**src/rtl/pong_link_pkg.sv**
```systemverilog
// Shared definitions for the pong board-to-board link: register map,
// control byte and the handoff transmitter state encoding.
package pong_link_pkg;

   typedef logic [2:0] reg_idx_t;

   localparam reg_idx_t REG_Y0    = 3'd0;
   localparam reg_idx_t REG_Y1    = 3'd1;
   localparam reg_idx_t REG_VY    = 3'd2;
   localparam reg_idx_t REG_GRAV  = 3'd3;
   localparam reg_idx_t REG_SPEED = 3'd4;
   localparam reg_idx_t REG_CTRL  = 3'd5;

   localparam logic [7:0] CTRL_GO_RIGHT = 8'h01;

   typedef enum logic [2:0] {
      S_IDLE  = 3'd0,
      S_ISSUE = 3'd1,
      S_WAIT  = 3'd2,
      S_DONE  = 3'd3,
      S_FAIL  = 3'd4
   } tx_state_t;

   // Select one byte of the six-register packet; unused indices read as zero.
   function automatic logic [7:0] pkt_byte(input logic [5:0][7:0] pkt, input reg_idx_t idx);
      case (idx)
         REG_Y0:    return pkt[0];
         REG_Y1:    return pkt[1];
         REG_VY:    return pkt[2];
         REG_GRAV:  return pkt[3];
         REG_SPEED: return pkt[4];
         REG_CTRL:  return pkt[5];
         default:   return 8'h00;
      endcase
   endfunction

endpackage

```
**src/rtl/handoff_timeout_cnt.sv**
```systemverilog
// Wait-for-done watchdog: cleared when a command is accepted, counts while
// enabled, and flags the last cycle of the timeout window.
module handoff_timeout_cnt #(
   parameter logic [14:0] LAST = 15'd24999
) (
   input  logic clk_25MHZ,
   input  logic reset_n,
   input  logic clear,
   input  logic en,
   output logic expire
);

   logic [14:0] count_r;

   // Clear has priority so every attempt starts a fresh window.
   always_ff @(posedge clk_25MHZ or negedge reset_n) begin
      if (!reset_n) begin
         count_r <= 15'd0;
      end else if (clear) begin
         count_r <= 15'd0;
      end else if (en) begin
         count_r <= count_r + 15'd1;
      end
   end

   assign expire = (count_r == LAST);

endmodule

```
**src/rtl/ball_handoff_tx.sv**
```systemverilog
// Snapshots the outgoing ball state on a trigger rising edge and writes it to
// the peer board as six ordered I2C register writes, retrying on NACK/timeout.
module ball_handoff_tx
   import pong_link_pkg::*;
#(
   parameter logic [6:0] SLAVE_ADDR  = 7'h42,
   parameter int         MAX_RETRY   = 3,
   parameter int         TIMEOUT_CYC = 25000
) (
   input  logic       clk_25MHZ,
   input  logic       reset_n,
   input  logic       ball_send_trigger,
   input  logic [9:0] ball_y,
   input  logic [7:0] ball_vy,
   input  logic [1:0] gravity_phase,
   input  logic [7:0] speed_code,
   output logic       mst_cmd_valid,
   input  logic       mst_cmd_ready,
   output logic [6:0] mst_addr,
   output logic [2:0] mst_reg,
   output logic [7:0] mst_data,
   input  logic       mst_done,
   input  logic       mst_nack,
   output logic       busy,
   output logic       sent_pulse,
   output logic       err_pulse
);

   localparam logic [1:0]  RETRY_LIMIT = 2'(MAX_RETRY);
   localparam logic [14:0] TO_LAST     = 15'(TIMEOUT_CYC - 1);

   tx_state_t        state_r;
   reg_idx_t         idx_r;
   logic [1:0]       retry_r;
   logic [5:0][7:0]  pkt_r;
   logic             trig_q_r;
   logic             cmd_valid_r;
   reg_idx_t         reg_r;
   logic [7:0]       data_r;
   logic             busy_r;
   logic             sent_r;
   logic             err_r;
   logic             start_s;
   logic             accept_s;
   logic             expire_s;

   assign start_s  = ball_send_trigger & ~trig_q_r;
   assign accept_s = (state_r == S_ISSUE) & cmd_valid_r & mst_cmd_ready;

   // Trigger history for rising-edge detection.
   always_ff @(posedge clk_25MHZ or negedge reset_n) begin
      if (!reset_n) begin
         trig_q_r <= 1'b0;
      end else begin
         trig_q_r <= ball_send_trigger;
      end
   end

   handoff_timeout_cnt #(.LAST(TO_LAST)) u_timeout (
      .clk_25MHZ (clk_25MHZ),
      .reset_n   (reset_n),
      .clear     (accept_s),
      .en        (state_r == S_WAIT),
      .expire    (expire_s)
   );

   // Handoff sequencer; each ISSUE spends one cycle loading the command before raising valid.
   always_ff @(posedge clk_25MHZ or negedge reset_n) begin
      if (!reset_n) begin
         state_r     <= S_IDLE;
         idx_r       <= REG_Y0;
         retry_r     <= 2'd0;
         pkt_r       <= '0;
         cmd_valid_r <= 1'b0;
         reg_r       <= REG_Y0;
         data_r      <= 8'h00;
         busy_r      <= 1'b0;
         sent_r      <= 1'b0;
         err_r       <= 1'b0;
      end else begin
         sent_r <= 1'b0;
         err_r  <= 1'b0;
         case (state_r)
            S_IDLE: begin
               if (start_s) begin
                  pkt_r[0] <= {ball_y[9:8], 6'b000000};
                  pkt_r[1] <= ball_y[7:0];
                  pkt_r[2] <= ball_vy;
                  pkt_r[3] <= {6'b000000, gravity_phase};
                  pkt_r[4] <= speed_code;
                  pkt_r[5] <= CTRL_GO_RIGHT;
                  idx_r    <= REG_Y0;
                  retry_r  <= 2'd0;
                  busy_r   <= 1'b1;
                  state_r  <= S_ISSUE;
               end
            end
            S_ISSUE: begin
               if (!cmd_valid_r) begin
                  cmd_valid_r <= 1'b1;
                  reg_r       <= idx_r;
                  data_r      <= pkt_byte(pkt_r, idx_r);
               end else if (mst_cmd_ready) begin
                  cmd_valid_r <= 1'b0;
                  state_r     <= S_WAIT;
               end
            end
            S_WAIT: begin
               // A completion in the same cycle as the timeout takes precedence.
               if (mst_done && !mst_nack) begin
                  if (idx_r == REG_CTRL) begin
                     sent_r  <= 1'b1;
                     state_r <= S_DONE;
                  end else begin
                     idx_r   <= idx_r + 3'd1;
                     retry_r <= 2'd0;
                     state_r <= S_ISSUE;
                  end
               end else if (mst_done || expire_s) begin
                  if (retry_r < RETRY_LIMIT) begin
                     retry_r <= retry_r + 2'd1;
                     state_r <= S_ISSUE;
                  end else begin
                     err_r   <= 1'b1;
                     state_r <= S_FAIL;
                  end
               end
            end
            S_DONE, S_FAIL: begin
               busy_r  <= 1'b0;
               state_r <= S_IDLE;
            end
            default: begin
               cmd_valid_r <= 1'b0;
               busy_r      <= 1'b0;
               state_r     <= S_IDLE;
            end
         endcase
      end
   end

   assign mst_addr      = SLAVE_ADDR;
   assign mst_cmd_valid = cmd_valid_r;
   assign mst_reg       = reg_r;
   assign mst_data      = data_r;
   assign busy          = busy_r;
   assign sent_pulse    = sent_r;
   assign err_pulse     = err_r;

endmodule
```
**config.mk**
```make
export PLATFORM = sky130hd
export DESIGN_NAME = ball_handoff_tx
export DESIGN_NICKNAME = d
export VERILOG_FILES = /design/src/rtl/pong_link_pkg.sv /design/src/rtl/handoff_timeout_cnt.sv /design/src/rtl/ball_handoff_tx.sv
export SDC_FILE = /design/constraint.sdc
export NUM_CORES = 1
export LEC_CHECK = 0
export ABC_AREA = 0
export CORE_MARGIN = 3
export CORE_UTILIZATION = 54
export CTS_CLUSTER_DIAMETER = 60
export DETAILED_ROUTE_END_ITERATION = 8
export PLACE_DENSITY = 0.84
export SLEW_MARGIN = 20
export SYNTH_ARGS = -nofsm -noshare
export SYNTH_HDL_FRONTEND = slang
export SYNTH_HIERARCHICAL = 1
export SYNTH_SLANG_ARGS = --single-unit
export TNS_END_PERCENT = 1
```
**constraint.sdc**
```tcl
create_clock -name clk_25MHZ -period 6 [get_ports clk_25MHZ]
set_clock_uncertainty 0.1 [all_clocks]
set_input_delay 1.5 -clock clk_25MHZ [delete_from_list [all_inputs] [get_ports clk_25MHZ]]
set_output_delay 1.5 -clock clk_25MHZ [all_outputs]
set_load 0.005 [all_outputs]
```
* Yosys cells after proc, flatten, opt, wreduce, memory -nomap -nowiden
Cells that the tools add are included.
** Word-level totals
- Input port bits :: 34
- Logic and storage cells :: 93
- Output and inout port bits :: 22
- Bits in registers :: 68
** Operators by class
- Reductions and logical operators :: 15
- Add/subtract/negate cells :: 3
- Eq/ne operators :: 18
- Bitwise operators :: 6
- Order comparisons :: 1
- Muxes and demuxes :: 33
** Operator list (count)
- $pmux W8 S6 :: 1
- $mux W15 :: 2
- $mux W3 :: 9
- $add A15 B1 Y15 const B :: 1
- $eq A15 B15 Y1 const B :: 1
- $eq A3 B2 Y1 const B :: 4
- $mux W2 :: 6
- $mux W1 :: 10
- $ne A2 B2 Y1 const B :: 5
- $eq A3 B3 Y1 const B :: 3
- $ne A3 B3 Y1 const B :: 3
- $pmux W3 S3 :: 1
- $reduce_and A4 Y1 :: 2
- $eq A3 B1 Y1 const B :: 2
- $logic_not A3 Y1 :: 2
- $pmux W3 S2 :: 1
- $reduce_and A2 Y1 :: 3
- $reduce_and A5 Y1 :: 1
- $pmux W1 S2 :: 2
- $pmux W2 S2 :: 1
- $reduce_bool A2 Y1 :: 2
- $reduce_or A4 Y1 :: 1
- $add A3 B1 Y3 const B :: 1
- $and A1 B1 Y1 :: 3
- 7 further kinds :: 9

* Longest topological paths before layout
- Depth after elaboration :: 5
- Mapped depth :: 8
- Gate-level depth less buffers :: 7

* Modules after synthesis
The synthesis kept the hierarchy.
** By module, submodules not included
- ball_handoff_tx :: cells an instance 217, area each 2481.1 µm², instances 1, seq. area each 1326.3 µm²
- handoff_timeout_cnt :: cells an instance 84, area each 835.8 µm², instances 1, seq. area each 375.4 µm²

* Least setup slack after synthesis
No wires, ideal clock.
- Kind :: input-to-reg
- Start point :: input port mst_cmd_ready
- End point :: register u_timeout.count_r[13]
- Library setup time :: 128 ps
- Stages on the path :: 5
- Data required time :: 5772 ps
- Arrival :: 2595 ps
- Path buffers :: 0
- Slack :: 3177 ps
- Cell sequence :: nand2_1 > nor2_1 > o211ai_2 > nor4_1 > mux2_1
** On the way
- Longest elaborated chain between the ends :: 2
- Elaborated cells on any way between the ends :: 3
- Classes of those cells :: 1 x mux; 1 x bitwise; 1 x reduce/logical
** RTL lines
- start, declared :: line ball_handoff_tx.sv:18 : input logic mst_cmd_ready,
- $and A1 B1 Y1 (*) :: line ball_handoff_tx.sv:48 : assign accept_s = (state_r == S_ISSUE) & cmd_valid_r & mst_cmd_ready;
- net accept_s :: line ball_handoff_tx.sv:44 : logic accept_s;
- $mux W15 or $reduce_bool A2 Y1 (tied branches)
- end signal, assigned :: line handoff_timeout_cnt.sv:22 : count_r <= count_r + 15'd1;
- end, declared :: line handoff_timeout_cnt.sv:13 : logic [14:0] count_r;
The timed path passes the listed nets; every way through them passes the cells marked *.
A chain may end at the register's enable or synchronous reset.

* Worst setup path after layout
Ends and elaborated chain as after synthesis.

==> impl_metrics.py <==
metrics = {
    "outcome": {
        "status": "finished, final reports clean",
    },
    "timing": {
        "setup_violations": 0,
        "worst_slack_ns": 2.76,
        "holdWs_ns": 0.380,
        "fmax_ghz": 0.309,
        "slew_viol_final": 0,
        "tightest_slew_ns": 0.839,
        "period_share": 0.540,
        "period_minus_slack_ns": 3.24,
        "tns_ns": 0,
        "relSlewSlack": 0.441,
        "rsz0062_at_grt": "false",
        "hold_viol_final": 0,
    },
    "critical_path": {
        "cp_max_fo": 21,
        "critPathSlowestCell": "clkdlybuf4s50_1",
        "arrival_ns": 3.36,
        "startpoint_type": "input port",
        "crit_chain": "clkdlybuf4s50_1 > nand2_1 > nor2_1 > buf_4 > o211ai_2 > nor4_1 > mux2_1",
        "crit_family": "buffers and inverters",
        "cp.required_ns": 6.12,
        "path_buf_inv": 2,
        "critical_path_class": "in -> reg",
        "end_kind": "flop",
        "cp_slowest_stage_delay_ns": 0.48,
    },
    "route": {
        "drc": 0,
        "ant_nets": 0,
        "wl_per_cell_um": 16.8,
        "wl_um": 7070,
        "vias": 2526,
        "via_per_inst": 5.99,
        "drt-pass1-iter-count": 4,
        "drt-initial-drc-count": 213,
    },
    "clocking": {
        "cts_root_buf": "clkbuf_8",
        "cts-buffers-inserted": 9,
        "cts.clk_slew.worst_paths_ns": 0.07,
        "clk_latency_ns": 0.34,
        "cts_resized": 0,
        "htreeDepth": 3,
        "post_cts_buffers": 0,
        "clock_sinks": 68,
        "tritoncts": "done",
        "cts_buffer_depth": 2,
        "holdBufCountCts": 0,
    },
    "synth": {
        "avgSynthCellArea_um2": 11.0,
        "synth_edf_count": 0,
        "synthSimpleGateAreaFrac": 0.135,
        "post-synth-top-count-cell": "dfrtp_1",
        "synth_cells": 301,
        "ys_top_cells_by_count": "dfrtp_1, mux2_2, nand2_1",
        "ys.flop_type": "dfrtp_1",
        "synth_fa_ha_area_frac": 0.0264,
        "yosys.cell_types.count": 51,
        "async_reset_ff_frac": 1.00,
        "yosysTopAreaCell": "dfrtp_1",
        "synth_seq_area_share": 0.513,
        "synthMuxAreaShare": 0.124,
        "synth_top_family_by_area": "compound AO/OA/AOI/OAI gates",
        "synth_area_um2": 3320,
        "synth_compound_area_frac": 0.137,
        "synthTopCellsByArea": "dfrtp_1, mux2_2, ha_1",
        "ys_ff_latch": 68,
        "yosysTopAreaCellShare": 0.513,
        "yosysWarnings": 6,
        "synthXorXnorAreaFrac": 0.0106,
    },
    "die": {
        "fp-row-count": 27,
        "die_area_um2": 7120,
        "initial_core_util": 0.581,
        "coreArea_um2": 5710,
        "die_width_um": 84.4,
        "io-pin-count": 56,
        "die_h_um": 84.4,
    },
    "layout": {
        "largest_register": "pkt_r",
        "drive_above_1_share": 0.151,
        "syn_to_final_growth_pct": 22.1,
        "instances_no_fill": 422,
        "n_fill_cell": 413,
        "largest_reg_flops": 29,
        "diodes": 0,
        "finalNetCount": 386,
    },
    "grt": {
        "grt_max_degree": 69,
        "grt_usage": 0.212,
        "first_global_vias": 2488,
        "use_met1": 0.271,
        "antenna_found_initial": 0,
        "grt.busiest_layer": "met2",
        "met2_usage": 0.348,
        "grt_pass1_wl_um": 12100,
        "globalRouteMet3Util": 0.0402,
        "grt_overflow": 0,
    },
    "power_and_ir_drop": {
        "ir_worst_vdd_mv": 0.248,
        "power.total_w": 0.00171,
        "leakage_nw": 1.69,
        "power_density_nw_per_um2": 421,
    },
    "hold_path": {
        "hold_class": "reg -> reg",
    },
    "placed_design": {
        "buffer_ports.inserted": 48,
        "placedCellCount": 406,
        "dp.final_hpwl_um": 4620,
        "place_congestion": 0.812,
        "dpl_worst_slack_ns": 2.43,
    },
    "run": {
        "cap_viol_max_count": 0,
    },
}
==> worst paths after layout <==
kind,slack (ns),startpoint,cells past startpoint,to
max,2.76,mst_cmd_ready,7,u_timeout/count_r[13]$_DFFE_PN0P_
min,0.38,mst_data[7]$_DFFE_PN0P_,2,mst_data[7]$_DFFE_PN0P_
max reg2reg,3.49,state_r[0]$_DFFE_PN0P_,5,u_timeout/count_r[13]$_DFFE_PN0P_
min reg2reg,0.38,mst_data[7]$_DFFE_PN0P_,2,mst_data[7]$_DFFE_PN0P_
max in group asynchronous,4.00,reset_n,2,pkt_r[39]$_DFFE_PN0P_
min in group asynchronous,1.25,reset_n,2,u_timeout/count_r[9]$_DFFE_PN0P_
==> per-stage QoR <==
stage	util	area, um^2
after floorplan	-	3340
after global placement	0.663	3790
after detailed placement	0.663	3790
after CTS	0.710	4050
after global routing	0.710	4050
final	0.710	4050
==> worst min-delay path, cell delays in order (launching register included) <==
cell	delay, ns
dfrtp_1	0.34
nand2_1	0.04
o21ai_0	0.06
==> report_power, final <==
part / switching, W / internal, W / total [W]
Sequential: 0.000114 / 0.000608 / 0.000722
Combinational: 0.000235 / 0.000257 / 0.000491
Clock: 0.000175 / 0.000319 / 0.000494
==> layer usage <==
layer  share of wire  vias up  wire, um
met4           0.026        0       182
met3           0.053       17       377
met5               0        -         0
met2            0.49       92      3500
met1            0.43     1252      3010
li1                -     1165         -
==> final cells by class <==
| type | count | area [um^2] | area share |
|---|---|---|---|
| Sequential cell | 68 | 1700 | 0.420 |
| Timing Repair Buffer | 51 | 498 | 0.123 |
| Tap cell | 72 | 90.1 | 0.0222 |
| Clock inverter | 6 | 136 | 0.0337 |
| Multi-Input combinational cell | 207 | 1470 | 0.362 |
| Clock buffer | 10 | 128 | 0.0315 |
| Inverter | 8 | 30.0 | 0.00741 |
==> cells by family (layout without fill, tap and decap cells) <==
family,after synthesis,count (layout)
buffers and inverters,31,75
xor gates and xnor gates,4,4
muxes,37,37
and+or+nand+nor,87,87
DFF,68,68
AOI/OAI and AO/OA,65,65
other,2,7
adders and majority gates,7,7
==> layout by cell type (no fill, tap or decap), types with 4 or more instances in the layout <==
master / n
a21oi_1: 11
a22oi_1: 6
a31oi_1: 5
bufinv_16: 4
clkbuf_8: 9
clkdlybuf4s50_1: 47
conb_1: 7
dfrtp_1: 68
ha_1: 7
inv_1: 8
mux2_1: 6
mux2_2: 27
mux2i_1: 4
nand2_1: 23
nand3_1: 5
nand4_1: 5
nor2_1: 21
nor2b_1: 5
nor3_1: 4
nor4_1: 5
o21ai_0: 15
o21ai_1: 5
o31ai_1: 5
or4_1: 4
No activity file was read; power rests on OpenSTA's default activity.
